--- config.mk ---
export PLATFORM = sky130hd
export DESIGN_NAME = ntt_ctrl_flat
export DESIGN_NICKNAME = d
export VERILOG_FILES = /design/src/rtl/ntt_pkg.sv /design/src/rtl/ntt_ctrl_if.sv /design/src/rtl/ntt_addr_gen.sv /design/src/rtl/ntt_ctrl.sv /design/src/flat_wrapper.sv
export SDC_FILE = /design/constraint.sdc
export NUM_CORES = 1
export LEC_CHECK = 0
export CORE_AREA = 2 2 98 100
export CTS_CLUSTER_SIZE = 28
export DETAILED_ROUTE_END_ITERATION = 12
export DIE_AREA = 0 0 100 102
export PLACE_DENSITY_LB_ADDON = 0.2
export SLEW_MARGIN = 20
export SYNTH_ARGS = -nofsm -noshare
export SYNTH_HDL_FRONTEND = slang
export SYNTH_SLANG_ARGS = --single-unit
--- constraint.sdc ---
create_clock -name clk -period 13.2 [get_ports clk]
set_input_delay 2.64 -clock clk [delete_from_list [all_inputs] [get_ports clk]]
set_output_delay 2.64 -clock clk [all_outputs]
set_load 0.005 [all_outputs]
--- src/rtl/ntt_pkg.sv ---
// rtl/ntt_pkg.sv - shared constants, bf_mode encodings and FSM types for the NTT controller
package ntt_pkg;
    localparam int N              = 256;
    localparam int LAYERS         = 7;
    localparam int BFLY_PER_LAYER = N / 2;
    localparam int RD_LAT         = 1;
    localparam int BF_LAT         = 4;

    localparam logic [1:0] BF_NTT  = 2'b00;
    localparam logic [1:0] BF_INTT = 2'b01;
    localparam logic [1:0] BF_IDLE = 2'b11;

    typedef enum logic [1:0] {
        ST_IDLE,
        ST_ISSUE,
        ST_DRAIN,
        ST_DONE
    } state_t;

    typedef struct packed {
        logic       en;
        logic [7:0] a;
        logic [7:0] b;
    } wb_ent_t;
endpackage

--- src/rtl/ntt_ctrl_if.sv ---
// rtl/ntt_ctrl_if.sv - control, RAM read and write-back signals of the NTT controller
interface ntt_ctrl_if;
    logic       start;
    logic       inv;
    logic       busy;
    logic       done;
    logic       rd_en;
    logic [7:0] rd_addr_a;
    logic [7:0] rd_addr_b;
    logic [6:0] tw_addr;
    logic [1:0] bf_mode;
    logic       wr_en;
    logic [7:0] wr_addr_a;
    logic [7:0] wr_addr_b;

    modport master (
        input  start, inv,
        output busy, done, rd_en, rd_addr_a, rd_addr_b, tw_addr, bf_mode,
        output wr_en, wr_addr_a, wr_addr_b
    );

    modport slave (
        output start, inv,
        input  busy, done, rd_en, rd_addr_a, rd_addr_b, tw_addr, bf_mode,
        input  wr_en, wr_addr_a, wr_addr_b
    );
endinterface

--- src/rtl/ntt_addr_gen.sv ---
// rtl/ntt_addr_gen.sv - combinational butterfly pair and twiddle index for layer s, butterfly i
module ntt_addr_gen
    import ntt_pkg::*;
(
    input  logic [2:0] s,
    input  logic [6:0] i,
    input  logic       inv,
    output logic [7:0] rd_addr_a,
    output logic [7:0] rd_addr_b,
    output logic [6:0] tw_addr
);
    logic [2:0] p;
    logic [7:0] len;
    logic [7:0] mask;
    logic [7:0] ii;
    logic [7:0] a;
    logic [6:0] g;

    // Inserting a zero at bit p splits i into group (high bits) and offset within the group.
    always_comb begin
        p         = inv ? (s + 3'd1) : (3'd7 - s);
        len       = 8'd1 << p;
        mask      = len - 8'd1;
        ii        = {1'b0, i};
        a         = ((ii & ~mask) << 1) | (ii & mask);
        g         = i >> p;
        rd_addr_a = a;
        rd_addr_b = a + len;
        if (inv) begin
            tw_addr = 7'((9'd256 >> p) - 9'd1 - {2'b00, g});
        end else begin
            tw_addr = 7'((8'd128 >> p) + {1'b0, g});
        end
    end
endmodule

--- src/rtl/ntt_ctrl.sv ---
// rtl/ntt_ctrl.sv - layer/butterfly sequencer for a 256-point NTT/INTT with a write-back delay line
module ntt_ctrl #(
    parameter int RD_LAT = ntt_pkg::RD_LAT,
    parameter int BF_LAT = ntt_pkg::BF_LAT
) (
    input  logic clk,
    input  logic rst,
    ntt_ctrl_if.master bus
);
    import ntt_pkg::*;

    localparam int WB_DLY = RD_LAT + BF_LAT;
    localparam int DCW    = $clog2(WB_DLY + 1);

    state_t         state;
    state_t         state_nx;
    logic [2:0]     s_q;
    logic [6:0]     i_q;
    logic [DCW-1:0] d_q;
    logic           inv_q;
    logic [7:0]     gen_a;
    logic [7:0]     gen_b;
    logic [6:0]     gen_tw;
    logic [7:0]     hold_a;
    logic [7:0]     hold_b;
    logic [6:0]     hold_tw;
    logic           issue;
    logic           last_wr;
    logic           busy_i;
    wb_ent_t        dly [WB_DLY];

    ntt_addr_gen u_addr_gen (
        .s         (s_q),
        .i         (i_q),
        .inv       (inv_q),
        .rd_addr_a (gen_a),
        .rd_addr_b (gen_b),
        .tw_addr   (gen_tw)
    );

    assign issue   = (state == ST_ISSUE);
    // The last write of a layer always lands WB_DLY cycles after its last issue.
    assign last_wr = (state == ST_DRAIN) && (d_q == DCW'(WB_DLY - 1));
    assign busy_i  = issue || (state == ST_DRAIN);

    always_comb begin
        state_nx = state;
        case (state)
            ST_IDLE:  if (bus.start) state_nx = ST_ISSUE;
            ST_ISSUE: if (i_q == 7'(BFLY_PER_LAYER - 1)) state_nx = ST_DRAIN;
            ST_DRAIN: if (last_wr) state_nx = (s_q == 3'(LAYERS - 1)) ? ST_DONE : ST_ISSUE;
            ST_DONE:  state_nx = ST_IDLE;
            default:  state_nx = ST_IDLE;
        endcase
    end

    always_ff @(posedge clk) begin
        if (rst) begin
            state   <= ST_IDLE;
            s_q     <= '0;
            i_q     <= '0;
            d_q     <= '0;
            inv_q   <= 1'b0;
            hold_a  <= '0;
            hold_b  <= '0;
            hold_tw <= '0;
            for (int k = 0; k < WB_DLY; k++) begin
                dly[k] <= '0;
            end
        end else begin
            state <= state_nx;
            if ((state == ST_IDLE) && bus.start) begin
                s_q   <= '0;
                i_q   <= '0;
                d_q   <= '0;
                inv_q <= bus.inv;
            end
            // i stops at 127 so the addresses hold through DRAIN without extra muxing.
            if (issue) begin
                hold_a  <= gen_a;
                hold_b  <= gen_b;
                hold_tw <= gen_tw;
                if (i_q != 7'(BFLY_PER_LAYER - 1)) begin
                    i_q <= i_q + 7'd1;
                end
            end
            if (state == ST_DRAIN) begin
                d_q <= last_wr ? '0 : d_q + 1'b1;
            end
            if (last_wr && (s_q != 3'(LAYERS - 1))) begin
                s_q <= s_q + 3'd1;
                i_q <= '0;
            end
            dly[0] <= '{en: issue, a: gen_a, b: gen_b};
            for (int k = 1; k < WB_DLY; k++) begin
                dly[k] <= dly[k-1];
            end
        end
    end

    assign bus.busy      = busy_i;
    assign bus.done      = (state == ST_DONE);
    assign bus.rd_en     = issue;
    assign bus.rd_addr_a = issue ? gen_a  : hold_a;
    assign bus.rd_addr_b = issue ? gen_b  : hold_b;
    assign bus.tw_addr   = issue ? gen_tw : hold_tw;
    assign bus.bf_mode   = busy_i ? (inv_q ? BF_INTT : BF_NTT) : BF_IDLE;
    assign bus.wr_en     = dly[WB_DLY-1].en;
    assign bus.wr_addr_a = dly[WB_DLY-1].a;
    assign bus.wr_addr_b = dly[WB_DLY-1].b;
endmodule

--- src/flat_wrapper.sv ---
// flat-port wrapper written by rule: the top's interface ports become plain ports
module ntt_ctrl_flat import ntt_pkg::*;
#(
    parameter int RD_LAT = ntt_pkg::RD_LAT,
    parameter int BF_LAT = ntt_pkg::BF_LAT
)
  (clk, rst, bus_start, bus_inv, bus_busy, bus_done, bus_rd_en, bus_rd_addr_a, bus_rd_addr_b, bus_tw_addr, bus_bf_mode, bus_wr_en, bus_wr_addr_a, bus_wr_addr_b);
  ntt_ctrl_if bus_i ();
  input  logic clk;
  input  logic rst;
  input wire logic [$bits(bus_i.start)-1:0] bus_start;
  input wire logic [$bits(bus_i.inv)-1:0] bus_inv;
  output wire logic [$bits(bus_i.busy)-1:0] bus_busy;
  output wire logic [$bits(bus_i.done)-1:0] bus_done;
  output wire logic [$bits(bus_i.rd_en)-1:0] bus_rd_en;
  output wire logic [$bits(bus_i.rd_addr_a)-1:0] bus_rd_addr_a;
  output wire logic [$bits(bus_i.rd_addr_b)-1:0] bus_rd_addr_b;
  output wire logic [$bits(bus_i.tw_addr)-1:0] bus_tw_addr;
  output wire logic [$bits(bus_i.bf_mode)-1:0] bus_bf_mode;
  output wire logic [$bits(bus_i.wr_en)-1:0] bus_wr_en;
  output wire logic [$bits(bus_i.wr_addr_a)-1:0] bus_wr_addr_a;
  output wire logic [$bits(bus_i.wr_addr_b)-1:0] bus_wr_addr_b;
  assign bus_i.start = bus_start;
  assign bus_i.inv = bus_inv;
  assign bus_busy = bus_i.busy;
  assign bus_done = bus_i.done;
  assign bus_rd_en = bus_i.rd_en;
  assign bus_rd_addr_a = bus_i.rd_addr_a;
  assign bus_rd_addr_b = bus_i.rd_addr_b;
  assign bus_tw_addr = bus_i.tw_addr;
  assign bus_bf_mode = bus_i.bf_mode;
  assign bus_wr_en = bus_i.wr_en;
  assign bus_wr_addr_a = bus_i.wr_addr_a;
  assign bus_wr_addr_b = bus_i.wr_addr_b;
  ntt_ctrl #(.RD_LAT(RD_LAT), .BF_LAT(BF_LAT)) u_core (.clk(clk), .rst(rst), .bus(bus_i));
endmodule
==> run_results.csv <==
group,metric,value,unit
run_status,status,"complete, no violations",
cts,cts_buffer_depth,2,
critical_path,cp.required,10.56,ns
timing,min_period,8.55,ns
timing,maxSlewHeadroom,0.372,
final_layout,fill_cells,691,
timing,hold_violations,0,
timing,timing.hold.ws,0.434,ns
timing,finalSetupTns,0,ns
synth,ys_seq_area_frac,0.448,
route,wl_per_cell,15.3,um
cts,clk_latency,0.51,ns
timing,rsz0062_at_grt,"false",
critical_path,slowest_stage,"dfxtp_1",
place,place_hpwl,7650,um
cts,cts_sinks,124,
critical_path,crit_chain,"ha_1, and2b_4, xor2_2, nand2_1, ha_1, xor2_1, mux2_2, a2bb2oi_1, inv_1, ha_1, inv_1, o22ai_1, o41ai_1, xor3_1, a21oi_1, clkdlybuf4s50_1",
synth,avgSynthCellArea,9.34,sq um
critical_path,max_stage_delay,0.94,ns
synth,synth-seq-cells,124,
timing,setup_viol,0,
route,drc,0,
floorplanning,num_rows,35,
cts,cts-root-buf,"clkbuf_8",
route,dr_total_vias,4113,
route,totalWireLength,11500,um
global_routing,grt_pass1_vias,3965,
final_layout,final_cell_area,0.00662,sq mm
timing,finClkSkew,0.0120,ns
route,viasPerCell,5.46,
route,drt-pass1-iter-count,4,
critical_path,start_kind,"register",
final_layout,insertedDiodeCount,0,
final_layout,layout-drive-gt1-share,0.0950,
critical_path,reg2reg_depth,15,
power,leakagePower,2.63,nW
global_routing,grt_use_total,0.237,
synth,yosysWarningCount,0,
timing,maxSlewViolCount,0,
critical_path,cp_common_cell,"ha_1",
place,place_congestion,0.899,
timing,period_share,0.648,
global_routing,grt_max_degree,86,
route,antenna_left,0,
synth,synthFlopType,"dfxtp_1",
floorplanning,core-area,0.00911,sq mm
floorplanning,dieArea,0.0102,sq mm
critical_path,path_class,"register to primary output",
place,placedCellCount,721,
cts,post-cts-setup-buffers,0,
final_layout,syn2layout_area_growth,19.4,%
critical_path,worstSetupEndpointType,"primary output",
cts,cts_resized,0,
final_layout,final_nets,661,
floorplanning,io_pins,49,
critical_path,arrival,5.91,ns
floorplanning,fp.dieH,102,um
cts,clk_pin_slew,0.07,ns
final_layout,stdcell_count,753,
cts,numCtsBuffers,17,
run,drv_cap,0,
place,io_buffer_count,48,
global_routing,antenna_found_initial,0,
floorplanning,start_util,0.608,
global_routing,grt_remaining_overflow,0,
synth,synth_cell_type_count,62,
route,drt_iter0_markers,239,
synth,syn-num-nets,625,
power,cellPowerDensity,178,mW/mm^2
final_layout,final_cell_mix,"124 x dfxtp_1, 89 x nor2b_1, 54 x nor2_1",
critical_path,cp_max_fo,25,
timing,fmax,117,MHz
final_layout,mostFrequentLayoutCell,"dfxtp_1",
timing,worst_pin_slew,0.940,ns
floorplanning,die_x,100,um
min_path,worstHoldPathCells,1,
power,peakVddDrop,0.134,mV
global_routing,grt_pass1_wl,19000,um
cts,htreeDepth,4,
synth,syn_area,0.00554,sq mm
synth,synth-async-reset-ratio,0,
synth,syn_inst,593,
cts,postCtsHoldBufs,0,
cts,cts_tree,"yes",
min_path,hold_path_class,"register to register",
synth,synth_edf_count,0,
place,dpl-instance-area,0.00602,sq mm
-- worst paths after layout --
path	endpoint	slack [ns]	start
worst min register to register	u_core.dly[3][0]	0.43	u_core.dly[2][0]
worst min-delay path	u_core.dly[3][0]	0.43	u_core.dly[2][0]
worst max-delay path	bus_rd_addr_b[7]	4.65	u_core.s_q[0]
worst max register to register	u_core.hold_b[7]	8.17	u_core.s_q[0]
-- kinds of logic after synthesis --
logic type | Yosys count | share of synthesized area
buf+inv | 65 | 0.0483
xor+xnor | 14 | 0.0296
compound gates | 108 | 0.126
other cells | 1 | 0.000677
fa+ha+maj | 28 | 0.0673
flops | 124 | 0.448
mux | 28 | 0.0646
simple gates | 225 | 0.215
-- state kept, by name, indices dropped and copies added, names as in the netlist --
signal          cells
u_core.dly         85
u_core.hold_a       8
u_core.hold_b       8
u_core.hold_tw      7
u_core.i_q          7
u_core.d_q          3
u_core.s_q          3
u_core.state        2
u_core.inv_q        1
-- per-layer routing --
metal | track usage | vias up | wire length, um
met3 | 0.0609 | 14 | 568
met5 | 0 | - | 0
met1 | 0.301 | 1915 | 5310
met4 | 0.0843 | 0 | 161
li1 | - | 2077 | -
met2 | 0.395 | 107 | 5480
-- cell usage after synthesis, types with 4 or more instances --
master / count / area (sq um)
dfxtp_1: 124 / 2480
nor2b_1: 89 / 557
nor2_1: 54 / 203
a21oi_1: 42 / 210
inv_1: 31 / 116
nand2_1: 27 / 101
ha_1: 25 / 313
clkbuf_1: 22 / 82.6
o21ai_0: 20 / 100
nor3_1: 16 / 80.1
nand3_1: 12 / 60.1
mux2i_1: 11 / 110
mux2_2: 10 / 113
a211oi_1: 8 / 60.1
xnor2_1: 7 / 61.3
and3_1: 5 / 31.3
nand2b_1: 5 / 31.3
o21a_1: 5 / 37.5
a31oi_1: 4 / 25.0
buf_1: 4 / 15.0
buf_2: 4 / 20.0
nor4_1: 4 / 25.0
xor2_1: 4 / 35.0
-- layout make-up --
| cell class | count | area, sq um | area share |
|---|---|---|---|
| tap | 111 | 139 | 0.0210 |
| sequential | 124 | 2480 | 0.375 |
| clock buffer | 17 | 414 | 0.0626 |
| timing repair buffer | 50 | 493 | 0.0745 |
| clock inverter | 15 | 178 | 0.0269 |
| multi-input combinational | 404 | 2790 | 0.422 |
| inverter | 32 | 120 | 0.0182 |
-- power breakdown --
group	internal, mW	switching, mW	total (mW)
registers	0.405	0.0163	0.421
clock network	0.261	0.192	0.453
logic	0.145	0.156	0.302
total	0.812	0.365	1.18
-- per-stage QoR --
step                      worst slack (ns)  utilization  total power, mW
after floorplan                       6.57            -            0.607
after global placement                5.44        0.661            0.724
after detailed placement              5.23        0.661            0.728
after CTS                             4.63        0.726             1.18
after global routing                  4.08        0.726             1.24
final                                 4.65        0.726             1.18
-- critical path: cells and delay by family, from the launching register on --
family,cells,cell delay (ns)
AOI/OAI and AO/OA,4,0.94
xor gates and xnor gates,3,1.18
adders and majority gates,3,0.91
buffers and inverters,3,0.69
DFF,1,0.94
muxes,1,0.30
and+or+nand+nor,2,0.44
Power figures use the tool's default switching activity.
